--- config.mk ---
export PLATFORM = sky130hd
export DESIGN_NAME = addsub_seq16
export DESIGN_NICKNAME = d
export VERILOG_FILES = /design/src/rtl/addsub_seq16_pkg.sv /design/src/rtl/add4b.sv /design/src/rtl/addsub_seq16.sv
export SDC_FILE = /design/constraint.sdc
export NUM_CORES = 1
export LEC_CHECK = 0
export ABC_AREA = 0
export ABC_CLOCK_PERIOD_IN_PS = 3900
export CAP_MARGIN = 20
export CORE_ASPECT_RATIO = 1.5
export CORE_MARGIN = 2
export CORE_UTILIZATION = 50
export CTS_CLUSTER_DIAMETER = 100
export CTS_CLUSTER_SIZE = 24
export DETAILED_ROUTE_END_ITERATION = 12
export PLACE_DENSITY = 0.89
export SYNTH_ARGS = -nofsm -noshare
export SYNTH_HDL_FRONTEND = slang
export SYNTH_SLANG_ARGS = --single-unit
--- constraint.sdc ---
create_clock -name clk_i -period 3.9 [get_ports clk_i]
set_clock_uncertainty 0.1 [all_clocks]
set_input_delay 0.78 -clock clk_i [delete_from_list [all_inputs] [get_ports clk_i]]
set_output_delay 0.78 -clock clk_i [all_outputs]
set_load 0.02 [all_outputs]
--- src/rtl/addsub_seq16_pkg.sv ---
// addsub_seq16_pkg: shared state encoding, slice width and overflow helper
package addsub_seq16_pkg;
  typedef enum logic [1:0] {IDLE, RUN, DONE} state_t;
  localparam int NIBBLE_W = 4;
  function automatic logic ovf(input logic a_msb, input logic b_msb, input logic sub, input logic s_msb);
    return (a_msb ^ s_msb) & ~(a_msb ^ (b_msb ^ sub));
  endfunction
endpackage

--- src/rtl/add4b.sv ---
// add4b: 4-bit carry-lookahead add/sub slice; inv_i complements b
module add4b (
  input  logic [3:0] a,
  input  logic [3:0] b,
  input  logic       c_i,
  input  logic       inv_i,
  output logic [3:0] s,
  output logic       c_o
);
  logic [3:0] bb, g, p;
  logic [4:0] c;
  assign bb = b ^ {4{inv_i}};
  assign g = a & bb;
  assign p = a ^ bb;
  assign c[0] = c_i;
  assign c[1] = g[0] | (p[0] & c_i);
  assign c[2] = g[1] | (p[1] & g[0]) | (p[1] & p[0] & c_i);
  assign c[3] = g[2] | (p[2] & g[1]) | (p[2] & p[1] & g[0]) | (p[2] & p[1] & p[0] & c_i);
  assign c[4] = g[3] | (p[3] & g[2]) | (p[3] & p[2] & g[1]) | (p[3] & p[2] & p[1] & g[0])
              | (p[3] & p[2] & p[1] & p[0] & c_i);
  assign s = p ^ c[3:0];
  assign c_o = c[4];
endmodule

--- src/rtl/addsub_seq16.sv ---
// addsub_seq16: nibble-serial WIDTH-bit add/sub built on one time-multiplexed add4b slice
module addsub_seq16
  import addsub_seq16_pkg::*;
#(
  parameter int WIDTH = 16
) (
  input  logic             clk_i,
  input  logic             rst_n_i,
  input  logic             start_i,
  input  logic             sub_i,
  input  logic [WIDTH-1:0] a_i,
  input  logic [WIDTH-1:0] b_i,
  output logic             ready_o,
  output logic             done_o,
  output logic [WIDTH-1:0] s_o,
  output logic             c_o,
  output logic             v_o,
  output logic             z_o,
  output logic             n_o
);
  localparam int NIBBLES = WIDTH / NIBBLE_W;
  localparam int IDX_W = $clog2(NIBBLES);
  localparam logic [IDX_W-1:0] LAST = IDX_W'(NIBBLES - 1);
  state_t state, state_next;
  logic [IDX_W-1:0] idx;
  logic carry, sub_q, slice_c;
  logic [WIDTH-1:0] a_q, b_q, s_next;
  logic [NIBBLE_W-1:0] sum;
  add4b u_slice (
    .a    (a_q[idx*NIBBLE_W +: NIBBLE_W]),
    .b    (b_q[idx*NIBBLE_W +: NIBBLE_W]),
    .c_i  (carry),
    .inv_i(sub_q),
    .s    (sum),
    .c_o  (slice_c)
  );
  always_comb begin
    state_next = state == IDLE ? (start_i ? RUN : IDLE)
               : state == RUN  ? (idx == LAST ? DONE : RUN)
               : IDLE;
    s_next = s_o;
    s_next[idx*NIBBLE_W +: NIBBLE_W] = sum;
  end
  assign ready_o = state == IDLE;
  assign done_o = state == DONE;
  always_ff @(posedge clk_i or negedge rst_n_i) begin
    if (!rst_n_i) begin
      state <= IDLE;
      idx <= '0;
      carry <= 1'b0;
      sub_q <= 1'b0;
      a_q <= '0;
      b_q <= '0;
      s_o <= '0;
      c_o <= 1'b0;
      v_o <= 1'b0;
      z_o <= 1'b0;
      n_o <= 1'b0;
    end else begin
      state <= state_next;
      if (state == IDLE && start_i) begin
        a_q <= a_i;
        b_q <= b_i;
        sub_q <= sub_i;
        carry <= sub_i;
        idx <= '0;
      end
      if (state == RUN) begin
        s_o <= s_next;
        carry <= slice_c;
        idx <= idx == LAST ? '0 : idx + 1'b1;
        if (idx == LAST) begin
          c_o <= slice_c;
          n_o <= s_next[WIDTH-1];
          z_o <= s_next == '0;
          v_o <= ovf(a_q[WIDTH-1], b_q[WIDTH-1], sub_q, s_next[WIDTH-1]);
        end
      end
    end
  end
endmodule
After elaboration in Yosys (flattened, before gate mapping)
Cells that the tools add are included.

$add $sub $neg: 2. Multiply operators: 0. Div/mod/pow operators: 0. Magnitude comparators: 0. Equality and inequality tests: 3. Shifts and indexed selects: 4. Mux-type cells: 10. Bitwise logic cells: 35. Reductions and logical operators: 5.

Operators with widths (count): 4-bit negation with 34-bit output (1); 4-bit by 34-bit variable shift with 16-bit output, first input constant (1); 4-bit by 34-bit variable part select with 16-bit output (1); 16-bit by 5-bit variable part select with 4-bit output (2); 1-bit bitwise AND (17); 16-bit bitwise mux (1); 16-bit zero test (1); 2-bit two-way mux (6); 4-bit XOR (3); 1-bit OR (10); 4-bit bitwise AND (1); 2-bit == test, second input constant (2); 1-bit two-way mux (3); 1-bit XOR (3); 2-bit by 1-bit adder with 2-bit output, second input constant (1); 2-bit by 1-bit == test with 1-bit output, second input constant (1); 2-bit zero test (1); 2-bit AND reduction (1); 2-bit nonzero test (1); 1-bit logical AND (1); 1-bit NOT (1).

Register bits after elaboration: 58. Bits in latches: 0. RAM bits: 0. ROM bits: 0. Input bits: 36. Output and inout port bits: 22. Word-level logic and storage cells: 70. Memories: 0.

Depth between registers and ports, before layout
Gate-level depths: netlist of run 1.

Depth after elaboration: 12. Depth in mapped cells: 10. Gate-level depth less buffers: 9.

Modules after synthesis
From an unflattened synthesis of run 1, not the netlist that was laid out.

Cell total of the unflattened synthesis: 290. Area total of the unflattened synthesis: 2885.3 µm².

Modules (own cells, without submodules): addsub_seq16 (instances 1, cells each 273, area each 2717.6 µm², seq. area each 1451.4 µm²); add4b (instances 1, cells each 17, area each 167.7 µm², seq. area each 0.0 µm²).

Least setup slack after synthesis of run 1
Ideal clock, no wire load.

Kind: register -> register. From: register idx[0]. To: register z_o. Setup time: 0.121 ns. Data arrival time: 2.623 ns. Data required time: 3.679 ns. Setup slack: 1.056 ns. Cell stages (with the launch flop): 10. Path buffers: 2. Period minus slack after synthesis: 2.844 ns. Path through: dfrtp_1 -> buf_4 -> buf_2 -> mux4_2 -> inv_1 -> fa_1 -> nor4b_1 -> a21oi_1 -> o2111a_1 -> a32o_2.

Word-level cells in the longest chain between the ends: 11. Elaborated cells between the ends (all ways): 28. Those cells by class: 1 x add/sub; 1 x eq/ne; 4 x shift; 1 x mux; 19 x bitwise; 2 x reduce/logical.

Ends and longest elaborated chain: start, declared (line addsub_seq16.sv:25) `logic [IDX_W-1:0] idx;`; start signal, assigned (line addsub_seq16.sv:71) `idx <= idx == LAST ? '0 : idx + 1'b1;`; 16-bit by 5-bit variable part select with 4-bit output (line addsub_seq16.sv:31) `.b (b_q[idx*NIBBLE_W +: NIBBLE_W]),`; 4-bit XOR (line add4b.sv:12) `assign bb = b ^ {4{inv_i}};`; 4-bit XOR or 4-bit bitwise AND (tied branches) (line add4b.sv:14, add4b.sv:13); 1-bit bitwise AND (line add4b.sv:18) `assign c[3] = g[2] | (p[2] & g[1]) | (p[2] & p[1] & g[0]) | (p[2] & p[1] & p[0] & c_i);`; 1-bit OR or 1-bit bitwise AND (tied branches) (2 in series) (line add4b.sv:18); 1-bit OR (line add4b.sv:18); 4-bit XOR (line add4b.sv:21) `assign s = p ^ c[3:0];`; 4-bit by 34-bit variable part select with 16-bit output (line addsub_seq16.sv:42) `s_next[idx*NIBBLE_W +: NIBBLE_W] = sum;`; 16-bit bitwise mux (line addsub_seq16.sv:42); 16-bit zero test (line addsub_seq16.sv:75) `z_o <= s_next == '0;`; end signal, assigned (line addsub_seq16.sv:57) `z_o <= 1'b0;`; end signal, assigned (line addsub_seq16.sv:75); end, declared (line addsub_seq16.sv:18) `output logic z_o,`.

Several ways; a longest one is shown, not always the timed one. A chain may end at the register's enable or synchronous reset.

Worst setup path in the final report of run 1
Ends and elaborated chain as after synthesis.

==> summary.txt, run 1 <==
CTS
  • Clk_lat worst skew: 0.34 ns
  • CTS tree: yes
  • Post-CTS Hold Buffers: 0
  • Setup Fix Bufs, Post-CTS: 0
  • Total CTS buffers: 9
  • Htree depth: 3
  • CTS Buffer Depth: 2
  • PostCTS Resize Cnt: 0
  • Root Buffer: clkbuf_8
  • Clk slew on worst S/H paths: 0.06 ns
  • Clk sink count: 58

Cells and area
  • Area Overhead vs Synth: 28.0%
  • Share of cells above drive strength 1: 0.226
  • N_diodes: 0
  • Final Net Count: 335
  • Post-layout util: 0.668

Global route
  • Pin count of the biggest net entering global routing: 40
  • GRT Total Usage: 0.214
  • Initial antenna violation count: 0
  • Congestion Overflow GR: 0
  • Number of global-route vias before repair: 2,182
  • First-pass GRT wire length: 10,300 um

Synthesis
  • Yosys cell types: 38
  • Post-synth top area cell: dfrtp_1
  • Synth top area cells: dfrtp_1 51%, mux2_2 13%, mux4_2 6.3%
  • Commonest cells post-synth: 58 x dfrtp_1, 33 x mux2_2, 16 x nand2_1, 14 x a22o_1, 12 x nor2_1
  • Post-synthesis sequential area ratio: 0.507
  • Syn Nets: 273
  • Mean post-synth cell area: 12.7 um^2
  • Synth Instances: 225
  • Post-synth ARST share: 1.00
  • Synth Warn #: 0
  • Synth top area share: 0.507
  • Mapped Area: 0.00287 mm^2
  • Main synth FF type: dfrtp_1
  • Flops & latches, synth: 58
  • Top-count cell post-synth: dfrtp_1
  • Post-synth EDFFs: 0

Floorplan
  • Io pins: 58
  • Die width: 65.8 um
  • Area of the die: 0.00636 mm^2
  • Core Area: 0.00549 mm^2
  • Row cnt: 33
  • Starting Density: 0.522
  • Height of the chip: 96.7 um

Place
  • Quantity of I/O buffers inserted on ports: 57
  • GPL Wtd Cong: 0.952
  • DP HPWL: 4400 um
  • Pre-CTS WS: 0.811 ns

Critical path
  • Crit path DAT: 3.23 ns
  • Reg2Reg Launch Point: idx[0]
  • Worst reg2reg path endpoint: z_o
  • Setup crit start: idx[0]
  • Worst Path Required: 4.03 ns
  • Crit path max fanout: 8
  • Startpoint Class: register
  • R2r setup slk: 0.80 ns
  • R2R depth: 8
  • Critical Path End: z_o
  • Kind of critical path: register to register
  • Setup crit end kind: register

STA
  • Setup slack after layout: 0.799 ns
  • Final setup violation count: 0
  • Setup tns final: 0 ns
  • Fin crit share: 0.795
  • RSZ-0062 raised after global routing: false
  • Final min period: 3.10 ns
  • Worst slew pin tran: 0.814 ns
  • Fmax: 323 MHz
  • Slew Limit Fails: 0
  • Fin. Hold Viols: 0
  • Relative slew margins: 0.457

Min path
  • Hold Path Class: register to register

Drt
  • Via/cell ratio: 5.67
  • Antenna viol nets, final: 0
  • Routed len/inst: 16.1 um
  • Iter 0 DRT Violations: 169
  • WL final: 5820 um
  • Remaining DRCs: 0
  • Drt pass-1 iters: 4
  • Vias post-DR: 2,051

Run
  • Maxcap violations: 0

Power and ir drop
  • LEAKAGE: 1.57 nW
  • Cell Pwr Density: 1020 mW/mm^2
  • Max IR drop VDD: 564 uV

Outcome
  • Outcome: complete, no violations
## metrics by stage
stage / area, um^2 / hold WS, ns / instances / total power, mW
4_1_cts: 3670 / 0.406 / 362 / 3.74
3_5_place_dp: 3480 / 0.393 / 346 / 3.22
3_3_place_gp: 3480 / 0.382 / 346 / 3.13
5_1_grt: 3670 / 0.430 / 362 / 4.05
2_1_floorplan: 2870 / 0.375 / 225 / 2.65
6_report: 3670 / 0.406 / 362 / 3.74
## power by group
part	total (mW)	switching [mW]	internal (mW)
Clock	0.503	0.222	0.281
Sequential	1.10	0.219	0.877
Combinational	2.14	1.15	0.992
## layer usage
| layer | part of all wire | wire length (um) | vias up | track usage |
|---|---|---|---|---|
| li1 | - | - | 938 | - |
| met1 | 0.38 | 2180 | 1021 | 0.247 |
| met2 | 0.55 | 3180 | 70 | 0.355 |
| met3 | 0.043 | 249 | 22 | 0.0593 |
| met4 | 0.035 | 203 | 0 | 0.109 |
| met5 | 0 | 0 | - | 0 |
## kinds of logic after synthesis
group                    Yosys count  share of synthesized area
XOR/XNOR                           8                     0.0271
buffers and inverters             18                     0.0327
flip-flops                        58                      0.507
AO/OA/AOI/OAI                     42                      0.108
adder cells (fa/ha/maj)           12                     0.0550
multiplexers                      41                      0.193
AND/OR/NAND/NOR                   46                     0.0777
## cell type report
type / instances / area [um^2]
clock inverter: 2 / 10.0
inverter: 8 / 30.0
clock buffer: 14 / 173
sequential: 58 / 1450
fill: 410 / 1820
timing repair buffer: 61 / 596
multi-input combinational: 149 / 1320
tap: 70 / 87.6
## state kept, by name, indices dropped and copies added, names as in the netlist
signal,count
state,2
s_o,16
sub_q,1
b_q,16
c_o,1
z_o,1
a_q,16
v_o,1
n_o,1
carry,1
idx,2
## how the worst min path moves through the flow
stage                     startpoint     end  slack, ns  cells after the start
final                         b_q[5]  b_q[5]       0.41                      1
after global routing          b_q[2]  b_q[2]       0.43                      1
after CTS                     b_q[8]  b_q[8]       0.41                      1
after detailed placement      b_q[8]  b_q[8]       0.39                      1
after global placement           c_o     c_o       0.38                      2
after floorplan              rst_n_i  a_q[0]       0.38                      0
## layout by cell type (no fill, tap or decap), types with 2 or more instances in the layout
cell,netlist,final
a21o_1,2,2
nor2_1,12,12
xor2_1,6,6
buf_4,6,4
dfrtp_1,58,58
and2_1,3,3
nor4_1,2,2
nor2b_1,2,2
nand2_1,16,16
clkbuf_8,0,12
clkbuf_1,1,2
mux4_2,8,8
o31ai_1,3,3
a31oi_1,3,3
clkinv_2,0,2
nand3_1,2,2
o22ai_1,2,2
nand2b_1,2,2
clkdlybuf4s50_1,0,56
nand3b_1,2,2
a22o_1,14,14
mux2_2,33,33
inv_1,8,8
ha_1,11,11
o21ai_0,4,4
a21oi_1,8,8
## worst max-delay path: stages (launching register included)
cell and delay, ns:
dfrtp_1 0.59, mux4_2 0.57, xor2_1 0.26, inv_1 0.10
fa_1 0.50, nor4b_1 0.35, a21oi_1 0.10, o2111a_1 0.17
a32o_2 0.27
No activity file was read; power rests on OpenSTA's default activity.
==> run 2, diff against run 1 <==
--- a/config.mk
+++ b/config.mk
@@ -6,7 +6,7 @@
 export NUM_CORES = 1
 export LEC_CHECK = 0
 export ABC_AREA = 0
-export ABC_CLOCK_PERIOD_IN_PS = 3900
+export ABC_CLOCK_PERIOD_IN_PS = 3100
 export CAP_MARGIN = 20
 export CORE_ASPECT_RATIO = 1.5
 export CORE_MARGIN = 2
==> constraint.sdc (replaced) <==
create_clock -name clk_i -period 3.1 [get_ports clk_i]
set_clock_uncertainty 0.1 [all_clocks]
set_input_delay 0.62 -clock clk_i [delete_from_list [all_inputs] [get_ports clk_i]]
set_output_delay 0.62 -clock clk_i [all_outputs]
set_load 0.02 [all_outputs]
==> run 2 against run 1 <==
  * Clock power up 33%
  * Cell area up 0.82%
  * Highest routed layer unchanged
  * Worst setup slack worse by 0.64 ns
  * Fmax up 5.5%
  * Sequential cell count unchanged
  * Critical path depth unchanged
  * Critical path type unchanged
  * Largest power group unchanged
  * Hold slack worse by 0.24 ns
  * Routed wire length up 0.89%
==> summary.txt, run 2 (synthesis results as in run 1) <==
Outcome
  • Outcome: complete, no violations

Place
  • DP HPWL: 4370 um (-0.78%)
  • Placed Cells: 348 (+0.58%)
  • Quantity of I/O buffers inserted on ports: 57 (unchanged)
  • GPL Wtd Cong: 0.952 (unchanged)

STA
  • RSZ-0062 raised after global routing: false
  • Worst slew pin tran: 0.446 ns (-0.368 ns)
  • Final setup violation count: 0 (unchanged)
  • Fmax: 340 MHz (+5.5%)
  • Final min period: 2.94 ns (-0.161 ns)
  • Fin crit share: 0.948 (+0.153)
  • Relative slew margins: 0.703 (+0.245)
  • Fin. Hold Viols: 0 (unchanged)
  • Slew Limit Fails: 0 (unchanged)
  • Setup tns final: 0 ns (unchanged)

CTS
  • Clk slew on worst S/H paths: 0.06 ns (about the same)
  • Htree depth: 3 (unchanged)
  • Clk_lat worst skew: 0.35 ns (about the same)
  • PostCTS Resize Cnt: 0 (unchanged)
  • Clk sink count: 58 (unchanged)
  • CTS tree: yes
  • Post-CTS Hold Buffers: 0 (unchanged)
  • Total CTS buffers: 9 (unchanged)
  • Setup Fix Bufs, Post-CTS: 0 (unchanged)
  • Root Buffer: clkbuf_8
  • CTS Buffer Depth: 2 (unchanged)

Power and ir drop
  • LEAKAGE: 1.59 nW (+0.91%)
  • Sw Share: 0.423 (-0.00272)
  • Power share of the combinational group: 0.578 (+0.005)
  • Cell Pwr Density: 1290 mW/mm^2 (+27%)
  • Flop pwr share: 0.282 (-0.011)
  • Clk pwr share: 0.140 (+0.006)
  • Internal: 2.76 mW (+28%)
  • Psw: 2.02 mW (+27%)
  • Total power: 4.78 mW (+28%)
  • Max IR drop VDD: 793 uV (+41%)

Floorplan
  • Height of the chip: 96.7 um (unchanged)
  • Area of the die: 0.00636 mm^2 (unchanged)
  • Starting Density: 0.522 (unchanged)
  • Core Area: 0.00549 mm^2 (unchanged)
  • Io pins: 58 (unchanged)
  • Row cnt: 33 (unchanged)
  • Die width: 65.8 um (unchanged)

Drt
  • Vias post-DR: 2,034 (-0.83%)
  • Routed len/inst: 16.2 um (+0.62%)
  • Antenna viol nets, final: 0 (unchanged)
  • Remaining DRCs: 0 (unchanged)
  • Drt pass-1 iters: 4 (unchanged)
  • Iter 0 DRT Violations: 94 (-44%)
  • WL final: 5870 um (+0.89%)
  • Via/cell ratio: 5.60 (-1.1%)

Critical path
  • Crit path max fanout: 4 (-4)
  • Crit path DAT: 3.08 ns (-0.15 ns)
  • Kind of critical path: register to register
  • Worst Path Required: 3.24 ns (-0.79 ns)
  • Setup crit end kind: register
  • Crit path max-delay family: multiplexers
  • Crit-path max cell delay: 0.53 ns (-0.06 ns)
  • CP bufs+invs: 1 (unchanged)
  • Slowest stage cell on the critical path: mux4_2
  • Crit-path cells: mux4_2 -> xor2_1 -> inv_1 -> fa_1 -> nor4b_1 -> a21oi_1 -> o2111a_1 -> a32o_2
  • Startpoint Class: register

Cells and area
  • Top Registers: a_q x16, b_q x16, s_o x16
  • Commonest cells after routing, fill and taps aside: 58 x dfrtp_1, 56 x clkdlybuf4s50_1, 33 x mux2_2
  • Most common cell after layout, fill and taps aside: dfrtp_1
  • Final Net Count: 337 (+0.60%)
  • # fillers: 400 (-2.4%)
  • Share of cells above drive strength 1: 0.229 (+0.00264)
  • Area Overhead vs Synth: 29.0%
  • N_diodes: 0 (unchanged)
  • Finished Layout Cells: 363 (+0.28%)

Run
  • Maxcap violations: 0 (unchanged)

Global route
  • Pin count of the biggest net entering global routing: 59 (+48%)
  • Number of global-route vias before repair: 2,061 (-5.5%)
  • GRT Total Usage: 0.212 (-0.00226)
  • Initial antenna violation count: 0 (unchanged)
  • First-pass GRT wire length: 10,000 um (-2.5%)
  • Congestion Overflow GR: 0 (unchanged)

Min path
  • Hold Path Class: primary input to asynchronous set/reset pin
==> run 2: routing by layer <==
metal	GRT usage	vias up	wire [um]
met4	0.123	0	187
met1	0.257	1001	2320
li1	-	941	-
met2	0.330	76	3080
met5	0	-	0
met3	0.0605	16	283
==> run 2: metrics by stage <==
step	hold WS [ns]	area (um^2)	worst slack (ns)	utilization
finish	0.163	3700	0.160	0.673
global route	0.178	3700	0.0556	0.673
CTS	0.176	3700	0.214	0.673
detailed placement	0.395	3510	0.229	0.640
global placement	0.390	3510	0.342	0.640
floorplan	0.224	2870	0.256	-
==> run 2: layout make-up <==
cell class                      count  area [um^2]  area share
Inverter                            8         30.0     0.00812
Tap cell                           70         87.6      0.0237
Multi-Input combinational cell    149         1320       0.357
Clock inverter                      3         40.0      0.0108
Sequential cell                    58         1450       0.393
Timing Repair Buffer               63          623       0.169
Clock buffer                       12          145      0.0393
==> run 2: final timing paths <==
kind	start	to	slack, ns	cells after the start
worst max-delay path	idx[0]	z_o	0.16	8
worst min-delay path	rst_n_i	s_o[6]	0.16	2
worst max register to register	idx[0]	z_o	0.16	8
worst min register to register	b_q[11]	b_q[11]	0.41	1
max in group asynchronous	rst_n_i	c_o	2.48	2
min in group clk_i	b_q[11]	b_q[11]	0.41	1
==> run 2: power by group through the flow <==
stage	clock network (mW)	logic, mW	registers [mW]
finish	0.668	2.76	1.35
global route	0.721	3.06	1.40
CTS	0.678	2.76	1.35
detailed placement	0	2.75	1.37
global placement	0	2.67	1.35
floorplan	0	1.96	1.37
==> run 3, diff against run 2 <==
--- a/config.mk
+++ b/config.mk
@@ -15,6 +15,7 @@
 export CTS_CLUSTER_SIZE = 24
 export DETAILED_ROUTE_END_ITERATION = 12
 export PLACE_DENSITY = 0.89
+export SLEW_MARGIN = 30
 export SYNTH_ARGS = -nofsm -noshare
 export SYNTH_HDL_FRONTEND = slang
 export SYNTH_SLANG_ARGS = --single-unit
==> results of run 3 <==
Final layout, timing and power as in run 2 (identical DEF).
==> variant (config.mk and constraints of run 1) <==
Encoding of `state_t`: now one-hot (3 bits for 3 states).
--- a/src/rtl/addsub_seq16_pkg.sv
+++ b/src/rtl/addsub_seq16_pkg.sv
@@ -1,6 +1,6 @@
 // addsub_seq16_pkg: shared state encoding, slice width and overflow helper
 package addsub_seq16_pkg;
-  typedef enum logic [1:0] {IDLE, RUN, DONE} state_t;
+  typedef enum logic [2:0] {IDLE = 3'b001, RUN = 3'b010, DONE = 3'b100} state_t;
   localparam int NIBBLE_W = 4;
   function automatic logic ovf(input logic a_msb, input logic b_msb, input logic sub, input logic s_msb);
     return (a_msb ^ s_msb) & ~(a_msb ^ (b_msb ^ sub));
Check against the original RTL: same outputs for any inputs over 10 cycles, from zero or initial values and one cycle with rst_n_i low; not proved beyond that.
==> variant against run 1 <==
Core utilization decreased by 1.7 points. Setup slack got worse by 0.00072 ns. Sequential cell count grew 1. Final area increased by 2.0%. Routed wire length is 6.5% higher. Synthesized area rose by 1.9%. Critical path type unchanged. Total power fell by 11%.
==> variant: results (changes against run 1) <==
* Via count at 2146 (was 2051)
* DRT iter0 DRCs at 205 (was 169)
* Sw power at 1.37 mW (was 1.59 mW)
* H-tree depth at 3 (unchanged)
* Worst-Margin Slew at 0.698 ns (was 0.814 ns)
* Setup TNS Final at 0 ns (unchanged)
* Worst Hold Slack at 0.389 ns (was 0.406 ns)
* GRT Overall Usage at 21.3% (was 21.4%)
* Fill cell count at 424 (was 410)
* Gpl congestion at 0.998 (was 0.952)
* Top Registers: a_q: 16 flops, b_q: 16 flops, s_o: 16 flops (unchanged)
* Clock transition at the registers of the reported paths at 0.07 ns
* Number of port buffers at 57 (unchanged)
* Share of power burned in registers at 31.4% (was 29.3%)
* Largest net degree at the start of global routing at 38 (was 40)
* Clock network power at 0.500 mW
* Flop-to-flop setup slack at 0.80 ns (about the same)
* Critical Path Max Stage Delay at 0.57 ns (was 0.59 ns)
* Status: finished, final reports clean (unchanged)
* Vias in the first global route at 2128 (was 2182)
* Path depth of the worst reg2reg path at 9 (was 8)
* Setup Buffers After CTS at 0 (unchanged)
* Resize count post-CTS at 0 (unchanged)
* Arr. time, crit path at 3.27 ns (was 3.23 ns)
* Share of cells above drive strength 1 at 21.4% (was 22.6%)
* Root buffer cell: clkbuf_8 (unchanged)
* Placed Area at 0.00356 sq mm (was 0.00348 sq mm)
* M1 WL at 2290 um (was 2180 um)
* Met2 wire len at 3320 um (was 3180 um)
* Num CTS Buffers at 9 (unchanged)
* LEAKAGE at 1.54 nW (was 1.57 nW)
* Reg2reg end: z_o (unchanged)
* Synth cell types at 40 (was 38)
* DR top layer: met4 (unchanged)
* Synth cell count leaders: dfrtp_1 (58), mux2_2 (33), nand2_1 (29) (was dfrtp_1 (58), mux2_2 (33), nand2_1 (16))
* Wirelength per Cell at 16.3 um (was 16.1 um)
* Nets@finish at 352 (was 335)
* Final Hold Vio Count at 0 (unchanged)
* Total power draw at 3.32 mW (was 3.74 mW)
* # diodes at 0 (unchanged)
* CP delay by family, top: multiplexers (was flip-flops)
* Hold WC Path Type: primary input to asynchronous set/reset pin (was register to register)
* Ys async rst share at 100% (unchanged)
* DR WL met3 at 344 um (was 249 um)
* Initial antenna violation count at 0 (unchanged)
* Mapped Nets at 289 (was 273)
* Worst-path maximum fanout at 4 (was 8)
* VDD IR max at 0.492 mV (was 0.564 mV)
* Detailed Place HPWL at 4660 um (was 4400 um)
* First-pass GRT wire length at 10100 um (was 10300 um)
* Clock latency at the later pin of the worst-skew pair at 0.34 ns (about the same)
* Register area share after synthesis at 50.6% (was 50.7%)
* Leading post-synthesis cells by cell area: dfrtp_1 (50%), mux2_2 (13%), mux4_2 (6.2%), ha_1 (4.7%), nand2_1 (3.7%) (was dfrtp_1 (51%), mux2_2 (13%), mux4_2 (6.3%), ha_1 (4.8%), a22o_1 (4.3%))
* Yosys warns at 0 (unchanged)
* Slowest cell on crit path: fa_1 (was dfrtp_1)
## variant: cell types whose count changed after synthesis, sizes merged, moves of 3 or more
cell	run 1	this run
nand2b	3	0
o21ai	5	13
buf	9	6
nand2	16	30
a22o	14	0
nor3b	0	4
o31ai	3	8
## variant: final cells by class
cell class,count,area [sq um],area share (%)
Inverter,9,38.8,1.04
Clock inverter,2,10.0,0.268
Clock buffer,14,173,4.62
Tap cell,72,90.1,2.41
Multi-Input combinational cell,164,1360,36.2
Sequential cell,59,1480,39.5
Timing Repair Buffer,61,596,15.9
## variant: cells by family after synthesis
logic type | synth area share, %
fa+ha+maj | 5.40
buf+inv | 3.00
xor+xnor | 2.70
compound gates | 9.34
flops | 50.6
simple gates | 9.73
mux | 19.2
## variant: per-stage QoR
stage | worst slack (ns) | utilization, % | cells
2_1_floorplan | 0.923 | - | 241
3_3_place_gp | 1.04 | 61.9 | 365
3_5_place_dp | 0.890 | 61.9 | 365
4_1_cts | 0.835 | 65.1 | 381
5_1_grt | 0.704 | 65.1 | 381
6_report | 0.799 | 65.1 | 381
## variant: routing by layer
metal | vias to the layer above | track usage (%)
met2 | 99 | 35.6
met3 | 21 | 5.79
met4 | 0 | 10.8
li1 | 993 | -
met5 | - | 0
met1 | 1033 | 24.4
## variant: worst max-delay path by stage
stage / cells after the start / endpoint / slack [ns] / startpoint
after detailed placement: 9 / z_o / 0.89 / idx[0]
after global placement: 9 / z_o / 1.04 / idx[0]
after CTS: 9 / z_o / 0.83 / idx[0]
after floorplan: 10 / z_o / 0.92 / idx[0]
after global routing: 9 / z_o / 0.70 / idx[0]
final: 9 / z_o / 0.80 / idx[0]
